<file path="config.mk">
export PLATFORM = sky130hd
export DESIGN_NAME = elapsed_timer_ascii_flat
export DESIGN_NICKNAME = d
export VERILOG_FILES = /design/src/rtl/elapsed_timer_ascii_if.sv /design/src/rtl/elapsed_timer_ascii.sv /design/src/flat_wrapper.sv
export SDC_FILE = /design/constraint.sdc
export NUM_CORES = 1
export LEC_CHECK = 0
export CAP_MARGIN = 15
export CORE_ASPECT_RATIO = 0.6
export CORE_MARGIN = 2
export CORE_UTILIZATION = 44
export CTS_BUF_LIST = sky130_fd_sc_hd__clkbuf_4 sky130_fd_sc_hd__clkbuf_8
export CTS_CLUSTER_DIAMETER = 60
export DETAILED_ROUTE_END_ITERATION = 10
export PLACE_DENSITY = 0.68
export SLEW_MARGIN = 20
export SYNTH_ARGS = -nofsm -noshare
export SYNTH_HDL_FRONTEND = slang
export SYNTH_SLANG_ARGS = --single-unit
</file>
<file path="constraint.sdc">
create_clock -name clk -period 5.8 [get_ports clk]
set_input_delay 0.87 -clock clk [delete_from_list [all_inputs] [get_ports clk]]
set_output_delay 0.87 -clock clk [all_outputs]
set_load 0.02 [all_outputs]
</file>
<file path="src/rtl/elapsed_timer_ascii_if.sv">
// Control and display bundle for elapsed_timer_ascii: level commands in, ASCII MM:SS,
// pulse count and motor pulse out. No handshake; every signal is sampled or valid each cycle.
interface elapsed_timer_ascii_if;
  logic       start;
  logic       stop;
  logic       clear;
  logic       running;
  logic       done;
  logic [7:0] min_tens;
  logic [7:0] min_ones;
  logic [7:0] colon;
  logic [7:0] sec_tens;
  logic [7:0] sec_ones;
  logic [7:0] frac_tens;
  logic [7:0] frac_ones;
  logic       motor_signal;

  modport master (
    output start, stop, clear,
    input  running, done, min_tens, min_ones, colon, sec_tens, sec_ones,
           frac_tens, frac_ones, motor_signal
  );

  modport slave (
    input  start, stop, clear,
    output running, done, min_tens, min_ones, colon, sec_tens, sec_ones,
           frac_tens, frac_ones, motor_signal
  );
endinterface

</file>
<file path="src/rtl/elapsed_timer_ascii.sv">
// MM:SS elapsed timer with periodic fixed-width motor pulse; digits update on the tick edge,
// commands act on the next edge, no backpressure (level inputs, registered outputs).
module elapsed_timer_ascii #(
  parameter int CLK_HZ         = 50000000,
  parameter int PULSE_PERIOD_S = 30,
  parameter int PULSE_WIDTH    = 1,
  parameter int WRAP           = 1
) (
  input  logic                  clk,
  input  logic                  rst,
  elapsed_timer_ascii_if.slave  bus
);

  localparam int PW = $clog2(CLK_HZ);
  localparam logic [PW-1:0] PRESC_MAX = PW'(CLK_HZ - 1);
  localparam logic [7:0]    PER_MAX   = 8'(PULSE_PERIOD_S - 1);
  localparam logic [15:0]   WID_LOAD  = 16'(PULSE_WIDTH);

  typedef enum logic [1:0] {IDLE, RUN, PAUSED, DONE} state_t;

  state_t        state, state_nxt;
  logic [PW-1:0] presc;
  logic [3:0]    s1, s10, m1, m10;
  logic [3:0]    p1, p10;
  logic [7:0]    per;
  logic [15:0]   wid;
  logic          tick;
  logic          reach_max;
  logic          trig;

  assign tick      = (state == RUN) && (presc == PRESC_MAX);
  assign reach_max = (m10 == 4'd9) && (m1 == 4'd9) && (s10 == 4'd5) && (s1 == 4'd8);
  assign trig      = tick && (per == PER_MAX);

  always_ff @(posedge clk) begin
    if (rst) state <= IDLE;
    else     state <= state_nxt;
  end

  // stop outranks start, so stop+start together never enters RUN
  always_comb begin
    state_nxt = state;
    if (bus.clear) begin
      state_nxt = IDLE;
    end else begin
      case (state)
        RUN: begin
          if (tick && reach_max && (WRAP == 0)) state_nxt = DONE;
          else if (bus.stop)                    state_nxt = PAUSED;
        end
        IDLE, PAUSED: begin
          if (!bus.stop && bus.start) state_nxt = RUN;
        end
        default: state_nxt = state;
      endcase
    end
  end

  always_ff @(posedge clk) begin
    if (rst || bus.clear) begin
      presc <= '0;
      s1    <= '0;
      s10   <= '0;
      m1    <= '0;
      m10   <= '0;
      p1    <= '0;
      p10   <= '0;
      per   <= '0;
      wid   <= '0;
    end else begin
      if (state == IDLE || tick) presc <= '0;
      else if (state == RUN)     presc <= presc + PW'(1);

      if (tick) begin
        if (s1 != 4'd9) s1 <= s1 + 4'd1;
        else begin
          s1 <= 4'd0;
          if (s10 != 4'd5) s10 <= s10 + 4'd1;
          else begin
            s10 <= 4'd0;
            if (m1 != 4'd9) m1 <= m1 + 4'd1;
            else begin
              m1  <= 4'd0;
              m10 <= (m10 == 4'd9) ? 4'd0 : m10 + 4'd1;
            end
          end
        end
        per <= trig ? 8'd0 : per + 8'd1;
      end

      // a new trigger restarts the pulse rather than stacking on it
      if (trig)             wid <= WID_LOAD;
      else if (wid != '0)   wid <= wid - 16'd1;

      if (trig) begin
        if (p1 != 4'd9) p1 <= p1 + 4'd1;
        else begin
          p1  <= 4'd0;
          p10 <= (p10 == 4'd9) ? 4'd0 : p10 + 4'd1;
        end
      end
    end
  end

  assign bus.running      = (state == RUN);
  assign bus.done         = (state == DONE);
  assign bus.min_tens     = {4'h3, m10};
  assign bus.min_ones     = {4'h3, m1};
  assign bus.colon        = 8'h3A;
  assign bus.sec_tens     = {4'h3, s10};
  assign bus.sec_ones     = {4'h3, s1};
  assign bus.frac_tens    = {4'h3, p10};
  assign bus.frac_ones    = {4'h3, p1};
  assign bus.motor_signal = (wid != '0);

endmodule

</file>
<file path="src/flat_wrapper.sv">
// flat-port wrapper written by rule: the top's interface ports become plain ports
module elapsed_timer_ascii_flat 
#(
  parameter int CLK_HZ         = 50000000,
  parameter int PULSE_PERIOD_S = 30,
  parameter int PULSE_WIDTH    = 1,
  parameter int WRAP           = 1
)
  (clk, rst, bus_start, bus_stop, bus_clear, bus_running, bus_done, bus_min_tens, bus_min_ones, bus_colon, bus_sec_tens, bus_sec_ones, bus_frac_tens, bus_frac_ones, bus_motor_signal);
  elapsed_timer_ascii_if bus_i ();
  input  logic clk;
  input  logic rst;
  input wire logic [$bits(bus_i.start)-1:0] bus_start;
  input wire logic [$bits(bus_i.stop)-1:0] bus_stop;
  input wire logic [$bits(bus_i.clear)-1:0] bus_clear;
  output wire logic [$bits(bus_i.running)-1:0] bus_running;
  output wire logic [$bits(bus_i.done)-1:0] bus_done;
  output wire logic [$bits(bus_i.min_tens)-1:0] bus_min_tens;
  output wire logic [$bits(bus_i.min_ones)-1:0] bus_min_ones;
  output wire logic [$bits(bus_i.colon)-1:0] bus_colon;
  output wire logic [$bits(bus_i.sec_tens)-1:0] bus_sec_tens;
  output wire logic [$bits(bus_i.sec_ones)-1:0] bus_sec_ones;
  output wire logic [$bits(bus_i.frac_tens)-1:0] bus_frac_tens;
  output wire logic [$bits(bus_i.frac_ones)-1:0] bus_frac_ones;
  output wire logic [$bits(bus_i.motor_signal)-1:0] bus_motor_signal;
  assign bus_i.start = bus_start;
  assign bus_i.stop = bus_stop;
  assign bus_i.clear = bus_clear;
  assign bus_running = bus_i.running;
  assign bus_done = bus_i.done;
  assign bus_min_tens = bus_i.min_tens;
  assign bus_min_ones = bus_i.min_ones;
  assign bus_colon = bus_i.colon;
  assign bus_sec_tens = bus_i.sec_tens;
  assign bus_sec_ones = bus_i.sec_ones;
  assign bus_frac_tens = bus_i.frac_tens;
  assign bus_frac_ones = bus_i.frac_ones;
  assign bus_motor_signal = bus_i.motor_signal;
  elapsed_timer_ascii #(.CLK_HZ(CLK_HZ), .PULSE_PERIOD_S(PULSE_PERIOD_S), .PULSE_WIDTH(PULSE_WIDTH), .WRAP(WRAP)) u_core (.clk(clk), .rst(rst), .bus(bus_i));
endmodule
</file>
Word-level counts from Yosys, hierarchy flattened
Cells that the tools add are included.
Storage, ports and cells
  flip-flop bits (word level): 76
  input bits: 5
  output and inout bits: 59
  word-level logic and storage cells: 68
Cells by class
  $add $sub $neg: 9
  equality and inequality tests: 13
  muxes and demuxes: 12
  bitwise gates (word level): 4
  reductions and logical operators: 19
Operators by type and width (count)
  $add 26x1->26 const B: 1
  $eq 26x26->1 const B: 1
  $add 4x1->4 const B: 6
  $mux 4: 6
  $reduce_bool 16->1: 1
  $sub 16x1->16 const B: 1
  $ne 4x4->1 const B: 3
  $add 8x1->8 const B: 1
  $eq 4x4->1 const B: 2
  $eq 8x5->1 const B: 1
  $mux 8: 1
  $reduce_or 2->1: 4
  $reduce_and 3->1: 2
  $eq 2x2->1 const B: 2
  $mux 2: 2
  $ne 4x3->1 const B: 1
  $not 1->1: 4
  $pmux 2 s2: 1
  $reduce_and 2->1: 2
  $reduce_and 4->1: 1
  $reduce_bool 2->1: 2
  $logic_and 1x1->1: 3
  $eq 2x1->1 const B: 1
  $logic_not 2->1: 1
  other kinds (5): 7

Logic depth before layout (Yosys ltp)
  depth after elaboration: 4
  depth in mapped cells: 8

Worst setup path after synthesis
OpenSTA, ideal clock, no wires.
  path type: reg-to-output
  start point: register u_core.wid[6]
  end point: output port bus_motor_signal
  data arrival time: 1313 ps
  data required time: 4930 ps
  path slack: 3617 ps
  stages on the path, launching flop included: 5
  path buffers: 1
  cells stage by stage: dfxtp_1 -> nor4_1 -> and4b_1 -> buf_2 -> nand2_1
Between the ends
  word-level cells in the longest chain between the ends: 1
Ends and longest elaborated chain
  from (decl): RTL line elapsed_timer_ascii.sv:26  | logic [15:0] wid;
  from (signal assigned): RTL line elapsed_timer_ascii.sv:93  | else if (wid != '0) wid <= wid - 16'd1;
  $reduce_bool 16->1: RTL line elapsed_timer_ascii.sv:114  | assign bus.motor_signal = (wid != '0);
  to (decl): RTL line flat_wrapper.sv:25  | output wire logic [$bits(bus_i.motor_signal)-1:0] bus_motor_signal;
No other way between the ends.

Worst setup path in the final report
Ends and elaborated chain as after synthesis.

==> implementation parameters <==
Parameter                              Value

Worst setup path
  Launching element of the worst setup path    u_core.wid[6]
  Beginning of the worst register-to-register path    u_core.presc[0]
  Element type at the critical path end    output port
  Arrival time of data at the critical path endpoint    2460 ps
  Flop-to-flop setup slack    3110 ps
  Kind of launch point of the worst setup path    flip-flop
  Reg-to-reg critical path endpoint    u_core.per[7]
  Path depth of the worst reg2reg path    6
  Maximum net fanout on the critical path    10
  Timing endpoint of the critical path    bus_motor_signal
  Crit path required time    4930 ps
  Category of the most critical setup path    reg -> out

Timing
  Final count of hold timing violations    0
  Time the worst path needs with I/O delays and setup    3330 ps
  Fin Hold WS    493 ps
  Worst-margin pin slew    833 ps
  Unrepaired setup endpoints after global routing    no
  Setup_tns    0 ps
  Worst clock skew on the final layout    7.39 ps
  Crit path setup slack, layout    2470 ps
  Final-report max-slew violation count    0
  Max_slew headroom    44.3%
  Final period utilization    57.4%
  Highest attainable clock frequency    301 MHz
  Endpoints failing setup    0

Place
  Count of buffers inserted at the top-level ports    31
  Half-perimeter wire length after detailed placement    5850 microns
  RD Place Congestion    0.852
  Placement Setup Slack    2770 ps
  Total instance count after detailed placement    608

Synthesis
  Top-area cell type share of the netlist area    37.6%
  Proportion of synthesized chip area in sequential cells    37.6%
  Number of distinct library cells after synthesis    52
  Yosys synthesis warning count    0
  Largest cells by area after synthesis    dfxtp_1, nor2_1, xnor2_1
  Primary FF master, synth    dfxtp_1
  Library cell with the largest summed area after synthesis    dfxtp_1
  Number of flops mapped to enable cells by yosys    0
  Post-synthesis async set-or-reset flop share    0%
  Mean post-synth cell area    8.41 sq um
  Number of cells produced by synthesis    481
  Register bit total from synthesis    76
  Post-Syn Area    4040 sq um

Die
  Standard-cell rows    27
  Die Wd    128 microns
  Overall die area    10000 sq um
  Core area    9050 sq um
  Top Ports    64
  Effective utilization at floorplan    44.7%
  Die boundary height    78.3 microns

Finish
  Utilization after layout    49.7%
  Antenna diode count    0
  Final cell count without fillers    624
  Net total in the final layout    512
  Layout area overhead    11.3%
  Fraction of final layout cells with drive strength greater than 1    7.09%
  Filler instances    867

Clocking
  Number of sinks on the clock net    76
  Post-cts hold buffer count    0
  Max H-tree Level    3
  CTS root buffer    clkbuf_8
  CTS Buf Count    9
  Clock tree buffer depth    2
  CTS tree    done
  Buffers inserted by post-CTS timing repair    0
  Source-to-sink clock delay at the later pin of the worst-skew pair    360 ps
  Post_cts resized    0
  CTS clock-pin slew for the worst setup and hold paths    80 ps

Flow run
  Max Cap Viol    0

Routing
  Violation count after the first detailed-route iteration    181
  DR pass1 iterations    5
  Wirelength per Cell    12.9 microns
  Number of vias per cell    5.14
  DRC violations left    0
  Total number of vias    3207
  Post-route ant nets    0
  Wire length after detailed routing    8040 microns

Global routing
  Antenna violations before repair    0
  Wire length of the first global-routing pass    13800 microns
  Largest net degree at the start of global routing    27
  Total routing usage reported by global routing    17.2%
  Total congestion overflow after global routing    0
  Vias in the first global route    2827

Outcome
  Outcome    finished, final reports clean

Min path
  Classification of the worst-slack hold path    reg -> reg

Power
  Leakage    1.52 nW
  Max VDD drop    0.294 mV
  PD cells    379 nW/um^2
[stage by stage]
stage               power, mW  instance area, sq um
floorplan                1.17                  4160
global placement         1.25                  4280
detailed placement       1.26                  4280
CTS                      1.71                  4500
global route             1.83                  4500
finish                   1.71                  4500
[state kept, by name (all words and copies together), names as in the netlist]
| name | cells |
|---|---|
| u_core.m10 | 4 |
| u_core.s10 | 4 |
| u_core.p10 | 4 |
| u_core.p1 | 4 |
| u_core.wid | 16 |
| u_core.m1 | 4 |
| u_core.s1 | 4 |
| u_core.per | 8 |
| u_core.presc | 26 |
| u_core.state | 2 |
[final cells by class]
type	count	area [sq um]	area share (%)
sequential	76	1520	33.8
clock inverter	5	75.1	1.67
inverter	16	60.1	1.33
tap	116	145	3.22
timing repair buffer	31	310	6.89
multi-input combinational	369	2240	49.8
clock buffer	11	145	3.22
[critical path, cell delays in order (launching register included)]
cell and delay [ps]:
dfxtp_1 350, nor4_1 450, and4b_1 480, nand2_1 230, clkdlybuf4s50_1 590
[kinds of logic (layout without fill, tap and decap cells)]
family / after synthesis / in the layout / share of synthesized area [%]
adder cells (fa/ha/maj): 4 / 4 / 1.24
AND/OR/NAND/NOR: 225 / 225 / 30.9
multiplexers: 12 / 12 / 2.97
flip-flops: 76 / 76 / 37.6
XOR/XNOR: 44 / 44 / 9.53
other: 2 / 32 / 0.186
AO/OA/AOI/OAI: 52 / 52 / 7.89
buffers and inverters: 66 / 63 / 9.68
[cell usage in the layout, fill, tap and decap left out, types with 3 or more instances in the layout]
master           Yosys  routed
clkdlybuf4s50_1      0      31
nand4_1             10      10
and4b_1              4       4
nor3_1              14      14
nand3b_1             9       9
xnor2_1             34      34
or4_1                3       3
nand3_1             22      22
clkbuf_8             0      10
nor2b_1              5       5
o21ai_0             11      11
and2_1               3       3
or3_1                7       7
inv_1               16      16
nor4_1              12      12
mux2i_1             12      12
a211oi_1             6       6
a21oi_1             25      25
ha_1                 4       4
dfxtp_1             76      76
clkinv_2             0       3
nand4_2              3       3
conb_1               2      32
nor2_1              82      82
or2_2                4       4
nand2_1             24      24
nand2b_1             5       5
xor2_1              10      10
[synth_stat cells, types with 2 or more instances]
master and number:
a31o_2 2, mux2i_1 12, nor4_4 2, nor3_2 2, buf_4 32, xor2_1 10, clkbuf_1 8, nand3b_1 9
and4b_1 4, nor3b_1 2, nor2b_1 5, nand2b_1 5, or3_1 7, ha_1 4, xnor2_1 34, nand4_2 3
nand2_1 24, nor4_1 12, nor4b_1 2, o21ai_0 11, inv_1 16, buf_2 7, or2_2 4, a211oi_1 6
or4_1 3, a31oi_1 2, nor3_1 14, and2_1 3, nor2_1 82, dfxtp_1 76, a21oi_1 25, buf_6 2
nand3_1 22, conb_1 2, nand4_1 10
[power by group]
group	switching [mW]	internal, mW
registers	0.0461	0.569
logic	0.367	0.275
clock network	0.192	0.257
total	0.605	1.10
[metal layers]
layer | routed length, microns | global-route usage [%]
met5 | 0 | 0
met4 | 72 | 3.96
met3 | 450 | 6.41
met2 | 3180 | 24.3
met1 | 4340 | 24.9
[worst min path at each step]
| stage | from | endpoint | slack (ps) | cells after the start |
|---|---|---|---|---|
| after CTS | u_core.wid[4] | u_core.wid[4] | 500 | 2 |
| after global placement | u_core.wid[4] | u_core.wid[4] | 480 | 2 |
| after floorplan | u_core.wid[5] | u_core.wid[5] | 460 | 2 |
| after detailed placement | u_core.wid[5] | u_core.wid[5] | 480 | 2 |
| after global routing | u_core.wid[12] | u_core.wid[12] | 520 | 2 |
| final | u_core.wid[4] | u_core.wid[4] | 490 | 2 |
Note: power is estimated with default switching activity, not from simulation.
